[src/rtl/imm_extend_pipe_pkg.sv]
// Shared definitions for the pipelined immediate generator.
// Holds the mode encodings, FSM state type, field positions and the 32-bit rotate helper.
package imm_pkg;

  localparam logic [2:0] IMM_DP   = 3'b000;
  localparam logic [2:0] IMM_MEM  = 3'b001;
  localparam logic [2:0] IMM_BR   = 3'b010;
  localparam logic [2:0] IMM_MEMS = 3'b011;
  localparam logic [2:0] IMM_HALF = 3'b100;

  localparam int ROT_LSB  = 8;
  localparam int IMM8_MSB = 7;

  typedef enum logic [1:0] {
    ST_IDLE = 2'b00,
    ST_ROT  = 2'b01,
    ST_DONE = 2'b10
  } imm_state_e;

  // Rotation is always 32 bits wide, whatever the output width.
  function automatic logic [31:0] ror32(input logic [31:0] val, input logic [4:0] amt);
    logic [63:0] dbl;
    dbl = {val, val} >> amt;
    return dbl[31:0];
  endfunction

endpackage

[src/rtl/imm_extend_pipe_if.sv]
// Handshake bundle between decode (master) and the immediate stage (slave).
// Carries both the request side and the result side of the stage.
interface imm_extend_pipe_if #(
  parameter int DATA_W = 32
);

  logic              in_valid;
  logic              in_ready;
  logic [23:0]       Instruction;
  logic [2:0]        ImmSrc;
  logic              out_valid;
  logic              out_ready;
  logic [DATA_W-1:0] ExtImm;
  logic              ImmErr;

  modport slave (
    input  in_valid, Instruction, ImmSrc, out_ready,
    output in_ready, out_valid, ExtImm, ImmErr
  );

  modport master (
    output in_valid, Instruction, ImmSrc, out_ready,
    input  in_ready, out_valid, ExtImm, ImmErr
  );

endinterface

[src/rtl/imm_extend_pipe_decode.sv]
// Combinational mode decode: extended value for non-DP modes, the unrotated
// 8-bit payload and rotate count for DP, and the illegal-mode flag.
module imm_decode_comb
  import imm_pkg::*;
#(
  parameter int DATA_W = 32
) (
  input  logic [23:0]       instr_i,
  input  logic [2:0]        imm_src_i,
  output logic [DATA_W-1:0] base_o,
  output logic [3:0]        rot_o,
  output logic              is_dp_o,
  output logic              err_o
);

  // Per-mode extension; illegal modes yield zero with the error flag set.
  always_comb begin
    base_o  = '0;
    rot_o   = 4'd0;
    is_dp_o = 1'b0;
    err_o   = 1'b0;
    case (imm_src_i)
      IMM_DP: begin
        base_o[IMM8_MSB:0] = instr_i[IMM8_MSB:0];
        rot_o              = instr_i[ROT_LSB+3:ROT_LSB];
        is_dp_o            = 1'b1;
      end
      IMM_MEM: begin
        base_o[11:0] = instr_i[11:0];
      end
      IMM_BR: begin
        base_o = {{(DATA_W-26){instr_i[23]}}, instr_i, 2'b00};
      end
      IMM_MEMS: begin
        base_o = {{(DATA_W-12){instr_i[11]}}, instr_i[11:0]};
      end
      IMM_HALF: begin
        base_o[7:0] = {instr_i[11:8], instr_i[3:0]};
      end
      default: begin
        err_o = 1'b1;
      end
    endcase
  end

endmodule

[src/rtl/imm_extend_pipe.sv]
// Registered immediate-generation stage with valid/ready on both sides.
// ITERATIVE=0 rotates in one cycle; ITERATIVE=1 rotates 2 bits per cycle under an FSM.
module imm_extend_pipe
  import imm_pkg::*;
#(
  parameter int DATA_W    = 32,
  parameter int ITERATIVE = 0
) (
  input  logic             clk,
  input  logic             rst_n,
  input  logic             flush,
  imm_extend_pipe_if.slave bus
);

  logic [DATA_W-1:0] dec_base_s;
  logic [3:0]        dec_rot_s;
  logic              dec_is_dp_s;
  logic              dec_err_s;
  logic [DATA_W-1:0] res_s;
  logic              in_ready_s;
  logic              out_valid_q;
  logic [DATA_W-1:0] ext_q;
  logic              err_q;

  imm_decode_comb #(
    .DATA_W (DATA_W)
  ) u_decode (
    .instr_i   (bus.Instruction),
    .imm_src_i (bus.ImmSrc),
    .base_o    (dec_base_s),
    .rot_o     (dec_rot_s),
    .is_dp_o   (dec_is_dp_s),
    .err_o     (dec_err_s)
  );

  // Single-cycle result: DP payload rotated by twice the 4-bit field.
  always_comb begin
    res_s = dec_base_s;
    if (dec_is_dp_s) begin
      res_s = DATA_W'(ror32(dec_base_s[31:0], {dec_rot_s, 1'b0}));
    end else begin
      res_s = dec_base_s;
    end
  end

  assign bus.in_ready  = in_ready_s;
  assign bus.out_valid = out_valid_q;
  assign bus.ExtImm    = ext_q;
  assign bus.ImmErr    = err_q;

  generate
    if (ITERATIVE == 0) begin : g_single
      logic accept_s;

      assign in_ready_s = !out_valid_q || bus.out_ready;
      assign accept_s   = bus.in_valid && in_ready_s;

      // Output register: load on accept, drain on consume, drop on flush.
      always_ff @(posedge clk or negedge rst_n) begin
        if (!rst_n) begin
          out_valid_q <= 1'b0;
          ext_q       <= '0;
          err_q       <= 1'b0;
        end else if (flush) begin
          out_valid_q <= 1'b0;
        end else if (accept_s) begin
          out_valid_q <= 1'b1;
          ext_q       <= res_s;
          err_q       <= dec_err_s;
        end else if (bus.out_ready) begin
          out_valid_q <= 1'b0;
        end
      end
    end else begin : g_iter
      imm_state_e  state_q;
      logic [3:0]  cnt_q;
      logic [31:0] work_q;
      logic [31:0] work_d;

      assign work_d     = ror32(work_q, 5'd2);
      assign in_ready_s = (state_q == ST_IDLE);

      // FSM: IDLE accepts, ROT steps the rotator, DONE presents the result.
      always_ff @(posedge clk or negedge rst_n) begin
        if (!rst_n) begin
          state_q     <= ST_IDLE;
          cnt_q       <= 4'd0;
          work_q      <= 32'd0;
          out_valid_q <= 1'b0;
          ext_q       <= '0;
          err_q       <= 1'b0;
        end else if (flush) begin
          state_q     <= ST_IDLE;
          cnt_q       <= 4'd0;
          out_valid_q <= 1'b0;
        end else begin
          case (state_q)
            ST_IDLE: begin
              if (bus.in_valid) begin
                if (dec_is_dp_s && (dec_rot_s != 4'd0)) begin
                  work_q  <= dec_base_s[31:0];
                  cnt_q   <= dec_rot_s;
                  state_q <= ST_ROT;
                end else begin
                  ext_q       <= res_s;
                  err_q       <= dec_err_s;
                  out_valid_q <= 1'b1;
                  state_q     <= ST_DONE;
                end
              end
            end
            ST_ROT: begin
              work_q <= work_d;
              cnt_q  <= cnt_q - 4'd1;
              // Last step: the rotated value goes straight to the output.
              if (cnt_q == 4'd1) begin
                ext_q       <= DATA_W'(work_d);
                err_q       <= 1'b0;
                out_valid_q <= 1'b1;
                state_q     <= ST_DONE;
              end
            end
            ST_DONE: begin
              if (bus.out_ready) begin
                out_valid_q <= 1'b0;
                state_q     <= ST_IDLE;
              end
            end
            default: begin
              state_q     <= ST_IDLE;
              cnt_q       <= 4'd0;
              out_valid_q <= 1'b0;
            end
          endcase
        end
      end
    end
  endgenerate

endmodule

[src/flat_wrapper.sv]
// flat-port wrapper written by rule: the top's interface ports become plain ports
module imm_extend_pipe_flat import imm_pkg::*;
#(
  parameter int DATA_W    = 32,
  parameter int ITERATIVE = 0
)
  (clk, rst_n, flush, bus_in_valid, bus_Instruction, bus_ImmSrc, bus_out_ready, bus_in_ready, bus_out_valid, bus_ExtImm, bus_ImmErr);
  imm_extend_pipe_if #(.DATA_W(DATA_W)) bus_i ();
  input  logic clk;
  input  logic rst_n;
  input  logic flush;
  input wire logic [$bits(bus_i.in_valid)-1:0] bus_in_valid;
  input wire logic [$bits(bus_i.Instruction)-1:0] bus_Instruction;
  input wire logic [$bits(bus_i.ImmSrc)-1:0] bus_ImmSrc;
  input wire logic [$bits(bus_i.out_ready)-1:0] bus_out_ready;
  output wire logic [$bits(bus_i.in_ready)-1:0] bus_in_ready;
  output wire logic [$bits(bus_i.out_valid)-1:0] bus_out_valid;
  output wire logic [$bits(bus_i.ExtImm)-1:0] bus_ExtImm;
  output wire logic [$bits(bus_i.ImmErr)-1:0] bus_ImmErr;
  assign bus_i.in_valid = bus_in_valid;
  assign bus_i.Instruction = bus_Instruction;
  assign bus_i.ImmSrc = bus_ImmSrc;
  assign bus_i.out_ready = bus_out_ready;
  assign bus_in_ready = bus_i.in_ready;
  assign bus_out_valid = bus_i.out_valid;
  assign bus_ExtImm = bus_i.ExtImm;
  assign bus_ImmErr = bus_i.ImmErr;
  imm_extend_pipe #(.DATA_W(DATA_W), .ITERATIVE(ITERATIVE)) u_core (.clk(clk), .rst_n(rst_n), .flush(flush), .bus(bus_i));
endmodule
[config.mk]
export PLATFORM = sky130hd
export DESIGN_NAME = imm_extend_pipe_flat
export DESIGN_NICKNAME = d
export VERILOG_FILES = /design/src/rtl/imm_extend_pipe_pkg.sv /design/src/rtl/imm_extend_pipe_if.sv /design/src/rtl/imm_extend_pipe_decode.sv /design/src/rtl/imm_extend_pipe.sv /design/src/flat_wrapper.sv
export SDC_FILE = /design/constraint.sdc
export NUM_CORES = 1
export LEC_CHECK = 0
export ABC_AREA = 1
export CORE_ASPECT_RATIO = 0.7
export CORE_MARGIN = 4
export CORE_UTILIZATION = 48
export DETAILED_ROUTE_END_ITERATION = 8
export GPL_ROUTABILITY_DRIVEN = 0
export PLACE_DENSITY_LB_ADDON = 0.2
export SLEW_MARGIN = 10
export SYNTH_ARGS = -nofsm -noshare
export SYNTH_HDL_FRONTEND = slang
export SYNTH_SLANG_ARGS = --single-unit
[constraint.sdc]
create_clock -name clk -period 2.3 [get_ports clk]
set_clock_uncertainty 0.15 [all_clocks]
set_input_delay 0.23 -clock clk [delete_from_list [all_inputs] [get_ports clk]]
set_output_delay 0.23 -clock clk [all_outputs]
set_load 0.02 [all_outputs]
==> impl_metrics.ini <==
[run_status]
status = complete, no violations

[yosys]
ys_seq_elements = 34
syn-instance-count = 338
ys_seq_area_share_pct = 35.6
yosysTopAreaCell = dfrtp_1
yosys.cell_types.count = 32
async_flop_share_pct = 100
syn_nets = 370
synthDominantCellAreaShare_pct = 35.6
synthTopCellsByArea = dfrtp_1, nand2_1, nand3_1
synth_flop_cell = dfrtp_1
syn-cell-area_sq_um = 2390
synth-edff-count = 0
ys.warnings.count = 0
syn_area_per_cell_sq_um = 7.08

[critical_path]
crit_start = bus_ImmSrc[0]
crit_chain = clkdlybuf4s50_1 -> nor2_4 -> nand2_4 -> nor2_2 -> nand3_1 -> nand3_1 -> nand3_1 -> o211ai_1 -> nand2_1 -> nand2_1 -> nand2_1
worstReg2RegEnd = u_core.bus.ExtImm[2]$_DFFE_PN0P_
cp_num_cells = 11
critPathCaptureType = flip-flop
worstSetupPathType = in -> reg
r2r_setup_slack_ns = 0.65
path_delay_family = simple AND/OR/NAND/NOR gates
cp_num_buf_inv = 1
cp_slowest_cell = clkdlybuf4s50_1
endpoint = u_core.bus.ExtImm[20]$_DFFE_PN0P_
path_max_fanout = 7
arrival_ns = 2.00
critPathLaunchType = input pin
slowest_delay_ns = 0.49
r2r-start = u_core.bus.out_valid$_DFFE_PN0P_
reg2reg_depth = 9
crit_required_ns = 2.33

[power_and_ir_drop]
sw_frac_of_total_pct = 34.1
worst_ir_drop_vdd_mv = 0.349
leakagePower_uw = 0.00149
clockPowerShare_pct = 25.0
combPwrFrac_pct = 35.8
power.density_nw_per_um2 = 568
power.internal_uw = 1230
power_switching_uw = 637
power.total_uw = 1860
power_frac_seq_pct = 39.2

[route]
drt_iter0_markers = 272
wl_per_cell_microns = 14.8
routed_wl_mm = 7.12
route.detailed.drc = 0
vias_per_cell = 5.62
dr.pass1.iters = 5
dr_total_vias = 2703
detail-route-antenna-nets = 0

[die]
die-area_sq_um = 6200
fp.dieH_microns = 67.1
ios = 67
fp.coreArea_sq_um = 4810
start_util_pct = 49.8
die_w_microns = 92.4
rows = 21

[clock_tree]
ctsResizeCount = 0
cts.path.max_buffers = 2
postCtsHoldBufs = 0
root_buffer = clkbuf_8
path_clk_slew_ns = 0.07
clkLatencyLatePin_ns = 0.29
cts-htree-levels = 2
cts_buffers = 5
cts.sinks = 34
post_cts_buffers = 0
cts_tree = done

[grt]
overflow = 0
grt_first_pass_wirelength_mm = 12.0
grt_start_max_net_pins = 35
grt_pass1_vias = 2581
antenna_found_initial = 0
grt_usage_pct = 24.7

[sta]
rsz0062_at_grt = no
drv_slew = 0
finalCritPeriodShare_pct = 85.5
setup_viol = 0
setup-tns-final_ns = 0
whs_ns = 0.192
fmax_mhz = 508
slew-limit-headroom_pct = 68.8
hold_violations = 0
worst_pin_slew_ns = 0.467
period_needed_ns = 1.97

[layout]
multiInputGateArea_sq_um = 1360
fillers = 406
diodes = 0
final_cells = 481
area_delta_synth_final_pct = 37.1
regArea_sq_um = 851
nets = 443
drive_above_1_share_pct = 12.6

[run]
cap_viol_max_count = 0

[placed_design]
dp.cells = 473
numPortBuffers = 66
hpwlAfterDp_mm = 5.55

[min_path]
hold_class = in -> async
-- cells in the final DEF, fill, tap and decap left out --
cell and instances:
nand3_2 4, nor2_1 25, nand2_1 93, nor2_4 2, o211ai_1 7, nand2_4 1, o211ai_2 1, buf_4 16
nand2_8 1, inv_2 6, or2_1 1, a21oi_1 22, a211oi_1 5, nand4_1 12, o21ai_0 1, nand3_1 65
nor2_2 2, clkbuf_8 6, dfrtp_1 34, a21oi_2 1, inv_1 13, nand2_2 5, clkinv_2 1, a21oi_4 1
buf_12 2, a221oi_1 4, nor3_2 1, o21ai_1 10, nor3_4 1, clkdlybuf4s50_1 66, clkinvlp_4 1, a31oi_1 1
o31ai_1 1
-- how the worst min path moves through the flow --
| stage | slack (ns) | endpoint | start | cells past startpoint |
|---|---|---|---|---|
| 2_1_floorplan | -0.22 | u_core.bus.ExtImm[0]$_DFFE_PN0P_ | rst_n | 0 |
| 3_3_place_gp | 0.32 | u_core.bus.ExtImm[21]$_DFFE_PN0P_ | u_core.bus.ExtImm[21]$_DFFE_PN0P_ | 2 |
| 3_5_place_dp | 0.32 | u_core.bus.ExtImm[20]$_DFFE_PN0P_ | u_core.bus.ExtImm[20]$_DFFE_PN0P_ | 2 |
| 4_1_cts | 0.22 | u_core.bus.ExtImm[18]$_DFFE_PN0P_ | rst_n | 2 |
| 5_1_grt | 0.24 | u_core.bus.ExtImm[27]$_DFFE_PN0P_ | rst_n | 2 |
| 6_report | 0.19 | u_core.bus.ExtImm[27]$_DFFE_PN0P_ | rst_n | 2 |
-- power groups by stage --
stage	combinational [uW]	clock, uW	sequential [uW]
after floorplan	233	0	848
after global placement	657	0	740
after detailed placement	667	0	741
after CTS	669	479	731
after global routing	725	506	742
final	668	466	730
-- worst reg2reg max path, stage by stage (launching register included) --
cell,delay (ns)
dfrtp_1,0.34
inv_1,0.04
nor2_1,0.15
nor3_2,0.06
inv_1,0.28
buf_4,0.26
a21oi_1,0.06
nand2_1,0.07
inv_1,0.04
a21oi_1,0.11
-- cell type report --
class	count	share of cell area (%)
well taps	69	2.63
repair buffers	84	25.0
inverters	19	2.17
clock buffers	6	2.52
flip-flops and latches	34	25.9
clock inverters	2	0.382
multi-input cells	267	41.3
-- sequential cells by signal (all words and copies together) (netlist names) --
| register | flops |
|---|---|
| u_core.bus.ExtImm | 32 |
| u_core.bus.ImmErr | 1 |
| u_core.bus.out_valid | 1 |
-- metal layers --
metal	vias up	share of wire [%]	track usage, %
met1	1244	46	33.4
met3	13	9.1	6.66
met5	-	0	0
met4	0	1.0	6.85
li1	1312	-	-
met2	134	44	38.8
-- cells in the mapped netlist, types with 2 or more instances --
library cell,instances
buf_6,3
o21ai_1,10
inv_1,13
a211oi_1,5
nand3_2,4
clkbuf_1,6
nor2_1,25
nand3_1,65
nand2_2,5
nand4_1,12
nor2_4,2
buf_4,2
inv_2,6
a21oi_1,22
nand2_1,93
a221oi_1,4
nor2_2,2
o211ai_1,7
buf_2,6
dfrtp_1,34
-- logic make-up after synthesis --
| logic type | Yosys count | share of synthesized area [%] |
|---|---|---|
| buffers and inverters | 37 | 7.79 |
| DFF | 34 | 35.6 |
| and+or+nand+nor | 213 | 42.4 |
| AOI/OAI and AO/OA | 54 | 14.3 |
-- per-stage QoR --
step / worst slack (ns) / cell area, sq um / utilization (%)
5_1_grt: 0.182 / 3280 / 68.2
6_report: 0.333 / 3280 / 68.2
3_3_place_gp: 0.0980 / 3180 / 66.2
4_1_cts: 0.376 / 3280 / 68.2
2_1_floorplan: 0.508 / 2390 / -
3_5_place_dp: 0.0681 / 3180 / 66.2
No activity file was read; power rests on OpenSTA's default activity.
